==> config.mk <==
export PLATFORM = sky130hd
export DESIGN_NAME = instruction_decode
export DESIGN_NICKNAME = d
export VERILOG_FILES = /design/src/rtl/instruction_decode.sv
export SDC_FILE = /design/constraint.sdc
export NUM_CORES = 2
export LEC_CHECK = 0
export CORE_ASPECT_RATIO = 0.8
export CORE_MARGIN = 3
export CORE_UTILIZATION = 40
export CTS_BUF_LIST = sky130_fd_sc_hd__clkbuf_8
export CTS_CLUSTER_DIAMETER = 150
export DETAILED_ROUTE_END_ITERATION = 12
export GPL_TIMING_DRIVEN = 1
export PLACE_DENSITY = 0.61
export SETUP_SLACK_MARGIN = 0.5
export SKIP_LAST_GASP = 1
export SLEW_MARGIN = 20
export SYNTH_ARGS = -nofsm -noshare
export SYNTH_HDL_FRONTEND = slang
export SYNTH_SLANG_ARGS = --single-unit
==> constraint.sdc <==
create_clock -name clk -period 2 [get_ports clk]
set_input_delay 0.2 -clock clk [delete_from_list [all_inputs] [get_ports clk]]
set_output_delay 0.2 -clock clk [all_outputs]
set_load 0.02 [all_outputs]
==> src/rtl/instruction_decode.sv <==
// instruction_decode: MIPS decode stage with 32-entry register file, control decode and ID/EX register.
module instruction_decode #(
    parameter int REG_COUNT  = 32,
    parameter int DATA_WIDTH = 32
) (
    input  logic                  clk,
    input  logic                  reset_n,
    input  logic [31:0]           instr_in,
    input  logic [DATA_WIDTH-1:0] pc_plus4_in,
    input  logic                  instr_valid,
    input  logic                  stall,
    input  logic                  flush,
    input  logic                  wb_reg_write,
    input  logic [4:0]            wb_write_reg,
    input  logic [DATA_WIDTH-1:0] wb_write_data,
    output logic [DATA_WIDTH-1:0] read_data_1,
    output logic [DATA_WIDTH-1:0] read_data_2,
    output logic [DATA_WIDTH-1:0] extended_offset,
    output logic [DATA_WIDTH-1:0] old_address,
    output logic [4:0]            rt_field,
    output logic [4:0]            rd_field,
    output logic [1:0]            ALU_op,
    output logic                  ALU_src,
    output logic                  reg_dst,
    output logic                  branch,
    output logic                  mem_read,
    output logic                  mem_write,
    output logic                  mem_to_reg,
    output logic                  reg_write,
    output logic                  ex_valid,
    output logic                  illegal
);
    logic [DATA_WIDTH-1:0] regs [REG_COUNT];
    logic [4:0]            rs, rt;
    logic [5:0]            op;
    logic [DATA_WIDTH-1:0] rf_1, rf_2, sext;
    logic                  is_r, is_lw, is_sw, is_beq, is_addi;
    logic [10:0]           ctrl_d, ctrl_q;
    logic                  wr_en;

    assign rs    = instr_in[25:21];
    assign rt    = instr_in[20:16];
    assign op    = instr_in[31:26];
    assign wr_en = wb_reg_write && wb_write_reg != 5'd0;

    always_ff @(posedge clk or negedge reset_n) begin
        if (!reset_n) begin
            for (int i = 0; i < REG_COUNT; i++) regs[i] <= '0;
        end else if (wr_en) begin
            regs[wb_write_reg] <= wb_write_data;
        end
    end

    // Same-cycle write-back is forwarded so decode never sees a stale operand.
    always_comb begin
        rf_1 = rs == 5'd0 ? '0 : (wr_en && wb_write_reg == rs) ? wb_write_data : regs[rs];
        rf_2 = rt == 5'd0 ? '0 : (wr_en && wb_write_reg == rt) ? wb_write_data : regs[rt];
        sext = {{(DATA_WIDTH-16){instr_in[15]}}, instr_in[15:0]};
    end

    assign is_r    = instr_valid && op == 6'b000000;
    assign is_lw   = instr_valid && op == 6'b100011;
    assign is_sw   = instr_valid && op == 6'b101011;
    assign is_beq  = instr_valid && op == 6'b000100;
    assign is_addi = instr_valid && op == 6'b001000;

    // Packed as {ALU_op, ALU_src, reg_dst, branch, mem_read, mem_write, mem_to_reg, reg_write, ex_valid, illegal}.
    assign ctrl_d = {is_r, is_beq, is_lw | is_sw | is_addi, is_r, is_beq, is_lw, is_sw, is_lw,
                     is_r | is_lw | is_addi, instr_valid,
                     instr_valid & ~(is_r | is_lw | is_sw | is_beq | is_addi)};

    always_ff @(posedge clk or negedge reset_n) begin
        if (!reset_n) begin
            read_data_1     <= '0;
            read_data_2     <= '0;
            extended_offset <= '0;
            old_address     <= '0;
            rt_field        <= '0;
            rd_field        <= '0;
            ctrl_q          <= '0;
        end else if (flush || !stall) begin
            read_data_1     <= rf_1;
            read_data_2     <= rf_2;
            extended_offset <= sext;
            old_address     <= pc_plus4_in;
            rt_field        <= rt;
            rd_field        <= instr_in[15:11];
            ctrl_q          <= flush ? '0 : ctrl_d;
        end
    end

    assign {ALU_op, ALU_src, reg_dst, branch, mem_read, mem_write, mem_to_reg, reg_write,
            ex_valid, illegal} = ctrl_q;
endmodule

# --- Yosys cells after proc, flatten, opt, wreduce, memory -nomap -nowiden ---
# Cells that the tools add are included.
totals:
  regBits: 1157
  ram_bits: 0
  in_bits: 107
  wordCells: 90
  mem_bits_ro: 0
  n_memories: 0
  latch_bits: 0
classes:
  bitwise: 12
  div: 0
  add_sub_neg: 0
  reduce_logical: 15
  mux: 14
  n_eq_ne: 6
  shift: 0
  n_mul: 0
  order_cmp: 4
op_table:
  columns: ["cell", "n"]
  rows:
  - ["$bwmux W1024", 1]
  - ["$bmux W32 S5", 2]
  - ["$mux W32", 9]
  - ["$demux W32 S5", 1]
  - ["$ge A6 B6 Y1 const B", 3]
  - ["$not A5 Y6", 3]
  - ["$eq A6 B6 Y1 const B", 2]
  - ["$mux W11", 1]
  - ["$eq A5 B5 Y1", 2]
  - ["$logic_not A5 Y1", 2]
  - ["$logic_and A1 B1 Y1", 9]
  - ["$or A1 B1 Y1", 7]
  - ["$eq A6 B3 Y1 const B", 1]
  - ["$eq A6 B4 Y1 const B", 1]
  - ["$logic_not A6 Y1", 1]
  - ["$lt A6 B1 Y1 const B", 1]
  - ["$reduce_bool A5 Y1", 1]
  - ["$and A1 B1 Y1", 1]
  - ["$logic_not A1 Y1", 1]
  - ["$logic_or A1 B1 Y1", 1]
  - ["$not A1 Y1", 1]

# --- Depth between registers and ports, before layout ---
depth:
  word_depth: 9
  depth_mapped: 10
  depth_no_buf: 5

# --- Worst setup path before layout ---
# No wires, ideal clock.
synth_timing:
  path_kind: "input to register"
  start: "input port instr_in[16]"
  end: "register read_data_2[24]"
  arrival_time_ns: 1.858
  path_slack_ns: -0.003
  n_path_buf: 4
  path_stages: 8
  setup_time_ns: 0.144
  path_cell_list: "buf_2 buf_6 buf_6 buf_2 mux4_2 a22o_1 nor2_1 o221ai_2"
synth_via:
  elab_chain_cells: 6
  elab_cells_between_ends: 9
synth_rtl:
  columns: ["element", "line", "rtl"]
  rows:
  - ["start, declared", "8", "input logic [31:0] instr_in,"]
  - ["$not A5 Y6 (implied by the code)", "57", "rf_2 = rt == 5'd0 ? '0 : (wr_en && wb_write_reg == rt) ? wb_write_data : regs[rt];"]
  - ["$bmux W32 S5", "57", null]
  - ["$mux W32 (implied by the code) (2 in series)", "57", null]
  - ["$mux W32", "57", null]
  - ["$mux W32 (*)", "57", null]
  - ["end signal, assigned", "83", "read_data_2 <= rf_2;"]
  - ["end, declared", "17", "output logic [DATA_WIDTH-1:0] read_data_2,"]
# Mark *: on every way between the ends. The rest lies on a longest branch, timed or not. The select of a mux whose other input is x is not followed.
# A chain may end at the register's enable or synchronous reset.

# --- Worst setup path after layout ---
layout_timing:
  start: "register, netlist name extended_offset[15]"
  end: "output port extended_offset[27]"
layout_lines:
  columns: ["element", "line", "rtl"]
  rows:
  - ["end, declared", "18", "output logic [DATA_WIDTH-1:0] extended_offset,"]
# No word-level cell between the ends.

==> results.txt <==
- The tightest min-delay check is of the primary input to flip-flop type.
- In this run the critical register-to-register path is launched from regs[529].
* DRC violations left: 0
- The number of cells on the worst reg-to-reg path is 4.
- Critical Path RT: 1800 ps
* 1st-pass router iterations: 7
- Entering global routing, the biggest net connects 96 pins.
* Total track usage: 0.262
- The count of buffers added on input and output ports is 255.
- Leading cell types by total area after synthesis: sky130_fd_sc_hd__dfrtp_1, sky130_fd_sc_hd__mux2_2, sky130_fd_sc_hd__mux4_2
- Using the TritonRoute via totals, the vias-per-cell ratio works out to 6.05.
- Number of maximum-capacitance violations: 0
- The worst setup path is captured at a primary output.
* Largest voltage drop on the vdd net: 0.651 mV
- Hold worst-path end: regs[853]
* Rel. slew slack: 0.596
- Clock latency on the worst-skew pair, taken at its later pin, is 950 ps.
- Deepest clock path buffer count: 3
* Number of synthesized register bits: 1,149
- Hold slack: 84.4 ps
- CTS Sinks: 1,149
* Worst hold path depth: 3
* Final Setup Violations: 0
* Routed wirelength normalized by instance count: 29.9 um
- The synthesized design contains 0 enable-type register cells.
- Net count reported at finish: 4,744
- Achievable frequency: 0.527 GHz
- Area leader, netlist: sky130_fd_sc_hd__dfrtp_1
- Synthesis produced 4,061 cells.
- Count of distinct cell types in the synthesized netlist: 58
- Netlist area before placement: 59,600 um2
- Hold violation count in the final report: 0
* Total via count after detailed routing: 40,900
- Fraction of layout cells with a size suffix above 1: 0.551
* Iteration-0 DRC count of the detailed router: 3,746
* Mean post-synth cell area: 14.7 um2
- Horizontal die dimension: 438 um
* Number of nets with antenna violations after detailed routing: 0
- Final estimated routing congestion in global placement: 0.835
- TritonCTS created 187 clock buffers.
- Along the worst path, the maximum fanout reaches 8.
* Startpoint Class: flip-flop
* Areal power density over the cells: 922 nW/um2
- Level count of the clock H-tree: 4
- Clock root cell: sky130_fd_sc_hd__clkbuf_8
* Area share of the largest cell type after synthesis: 0.482
* Final cell utilization of the core: 0.503
- Arrival time of the worst setup path: 1700 ps
- The via count of the first global-routing pass came to 41,700.
- Cell area reported after detailed placement: 68,400 um2
* Final instance area: 74,300 um2
- The critical path is of the flip-flop to primary output type.
* Overall die height: 351 um
- Counting tap cells, the placed design contains a total of 6,277 instances.
- Minimum clock period after layout: 1900 ps
* Transition time at the pin with the least slew margin: 606 ps
* Number of top-level pins: 256
* Signed area change from the synthesized netlist to the final layout: 24.6%
- Number of standard-cell rows in the floorplan: 126
- In this run the critical register-to-register path is captured at read_data_2[17].
- The total area inside the core boundary comes to 148,000 um2.
* Clock-pin slew reported for the worst setup and hold paths after clock tree synthesis: 70 ps
* TritonCTS clock tree: yes
- Fraction of registers with async set/reset: 1.00
* Static leakage: 32.8 nW
* Wire length of the first global-routing pass: 297,000 um
- Total design power: 68.5 mW
- For this run, the leading register cell type out of synthesis is sky130_fd_sc_hd__dfrtp_1.
- Of the available clock period, the critical path in the final layout requires 0.949.
- After detailed routing, the total wire length is 202,000 um.
* Initial Utilization: 0.404
- The initial antenna violation count is 6.
- Of the synthesized area, sequential elements account for 0.482.
- Detailed placer's ending HPWL: 133,000 um
- The startpoint identified for the worst hold timing path is wb_write_data[21].
- The flow ran to the end, and the final reports show no timing, DRC or antenna violations.
* Grt total ovfl: 0
- Count of warnings emitted by yosys: 0
- The number of nets in the synthesized netlist is 4,168.
- Max Clock Skew: 40.3 ps
- Area enclosed by the die boundary: 154,000 um2
- After the flow finishes, the layout carries non-filler instances totaling 6,768.
- The count of pins over their slew limit was 0.
- Setup repair after global routing could not meet its margin everywhere.
- The setup check on the worst reg-to-reg path leaves a slack of 220 ps.
layout make-up:
class                      instances  area (um2)
fill                           12500       73400
multi-input combinational       2407       29400
sequential                      1149       28800
timing repair buffer             856        9620
clock buffer                     236        3250
tap                             1984        2480
clock inverter                    98         552
inverter                          36         146
antenna                            2        5.00
report_power, final:
group	switching (mW)	leakage [nW]	internal, mW
combinational	6.51	16.0	9.70
sequential	3.55	14.7	27.6
clock	10.2	2.21	10.9
total	20.3	32.8	48.2
worst max-delay path, stage by stage (launching register included):
cell and delay [ps]:
sky130_fd_sc_hd__dfrtp_2 470, sky130_fd_sc_hd__buf_6 160, sky130_fd_sc_hd__buf_6 130
Yosys cell counts (3+ instances only):
cell type and n:
sky130_fd_sc_hd__buf_1 59, sky130_fd_sc_hd__inv_1 3, sky130_fd_sc_hd__nand3_1 6, sky130_fd_sc_hd__nand2_1 181, sky130_fd_sc_hd__or3_1 3, sky130_fd_sc_hd__or2_2 7, sky130_fd_sc_hd__mux2i_1 194, sky130_fd_sc_hd__a22oi_1 87
sky130_fd_sc_hd__a22o_1 89, sky130_fd_sc_hd__a221o_1 19, sky130_fd_sc_hd__a21oi_1 5, sky130_fd_sc_hd__clkinv_1 33, sky130_fd_sc_hd__clkbuf_1 190, sky130_fd_sc_hd__buf_6 28, sky130_fd_sc_hd__mux2_2 992, sky130_fd_sc_hd__dfrtp_1 1149
sky130_fd_sc_hd__nor2b_1 16, sky130_fd_sc_hd__nor2_1 92, sky130_fd_sc_hd__buf_2 135, sky130_fd_sc_hd__a21o_1 4, sky130_fd_sc_hd__or4_1 12, sky130_fd_sc_hd__nor3b_1 5, sky130_fd_sc_hd__a211oi_1 13, sky130_fd_sc_hd__o221ai_2 10
sky130_fd_sc_hd__o22a_1 15, sky130_fd_sc_hd__nand2b_1 4, sky130_fd_sc_hd__a31o_1 19, sky130_fd_sc_hd__xnor2_1 9, sky130_fd_sc_hd__o22ai_1 64, sky130_fd_sc_hd__buf_4 49, sky130_fd_sc_hd__o31ai_1 4, sky130_fd_sc_hd__a211o_1 19
sky130_fd_sc_hd__o21ai_0 17, sky130_fd_sc_hd__buf_8 4, sky130_fd_sc_hd__o221ai_1 37, sky130_fd_sc_hd__mux4_2 458, sky130_fd_sc_hd__nand3b_1 4
kinds of logic (layout without fill, tap and decap cells):
| logic type | after synthesis | count (layout) | synth area share |
|---|---|---|---|
| XOR/XNOR | 9 | 9 | 0.00132 |
| flip-flops | 1149 | 1149 | 0.482 |
| buffers and inverters | 505 | 1226 | 0.0427 |
| AO/OA/AOI/OAI | 408 | 408 | 0.0551 |
| multiplexers | 1644 | 1644 | 0.393 |
| other | 0 | 2 | 0 |
| AND/OR/NAND/NOR | 346 | 346 | 0.0258 |
worst max path at each step:
stage	from	endpoint	slack (ps)	cells past startpoint
3_3_place_gp	wb_write_reg[1]	regs[750]	-500	7
4_1_cts	extended_offset[15]	extended_offset[29]	-10	2
6_report	extended_offset[15]	extended_offset[27]	100	2
5_1_grt	extended_offset[15]	extended_offset[29]	20	2
2_1_floorplan	instr_in[16]	read_data_2[30]	170	7
3_5_place_dp	wb_write_reg[1]	regs[760]	-460	7
through the flow:
stage / setup TNS [ps] / worst slack, ps
floorplan: 0 / 169
global placement: -300230 / -501
detailed placement: -282330 / -458
CTS: -116 / -11.6
global route: 0 / 17.2
finish: 0 / 101
placed cells by master (no fill, tap or decap), types with 38 or more instances in the layout:
master,count
sky130_fd_sc_hd__a22o_1,89
sky130_fd_sc_hd__a22oi_1,87
sky130_fd_sc_hd__buf_12,178
sky130_fd_sc_hd__buf_4,364
sky130_fd_sc_hd__buf_6,148
sky130_fd_sc_hd__clkbuf_8,237
sky130_fd_sc_hd__clkdlybuf4s50_1,96
sky130_fd_sc_hd__dfrtp_1,1116
sky130_fd_sc_hd__dlygate4sd3_1,60
sky130_fd_sc_hd__inv_1,68
sky130_fd_sc_hd__mux2_2,909
sky130_fd_sc_hd__mux2_4,83
sky130_fd_sc_hd__mux2i_1,182
sky130_fd_sc_hd__mux4_2,458
sky130_fd_sc_hd__nand2_1,166
sky130_fd_sc_hd__nor2_1,70
sky130_fd_sc_hd__o221ai_2,38
sky130_fd_sc_hd__o22ai_1,61
state kept, by name (all words and copies together) (netlist names):
signal and flops:
extended_offset 16, rt_field 5, read_data_2 32, old_address 32, ctrl_q 8, read_data_1 32, regs 1024
timing repair:
| item | in CTS | in global routing |
|---|---|---|
| gates resized for setup | 953 | 116 |
| buffers inserted | 37 | 57 |
| pin swaps | 15 | 44 |
| endpoints found under the setup margin | 213 | 1101 |
| hold buffers | 60 | 1 |
| hold endpoints to repair | 1210 | 77 |
| cloned | 1 | 0 |
routing by layer:
layer / GRT usage / up-vias / part of all wire / wire (um)
met5: 0 / - / 0 / 0
met4: 0.0893 / 0 / 0.031 / 6330
met3: 0.0512 / 320 / 0.072 / 14600
met2: 0.398 / 1650 / 0.45 / 91300
met1: 0.377 / 22200 / 0.45 / 90200
li1: - / 16700 / - / -
Power figures use the tool's default switching activity.
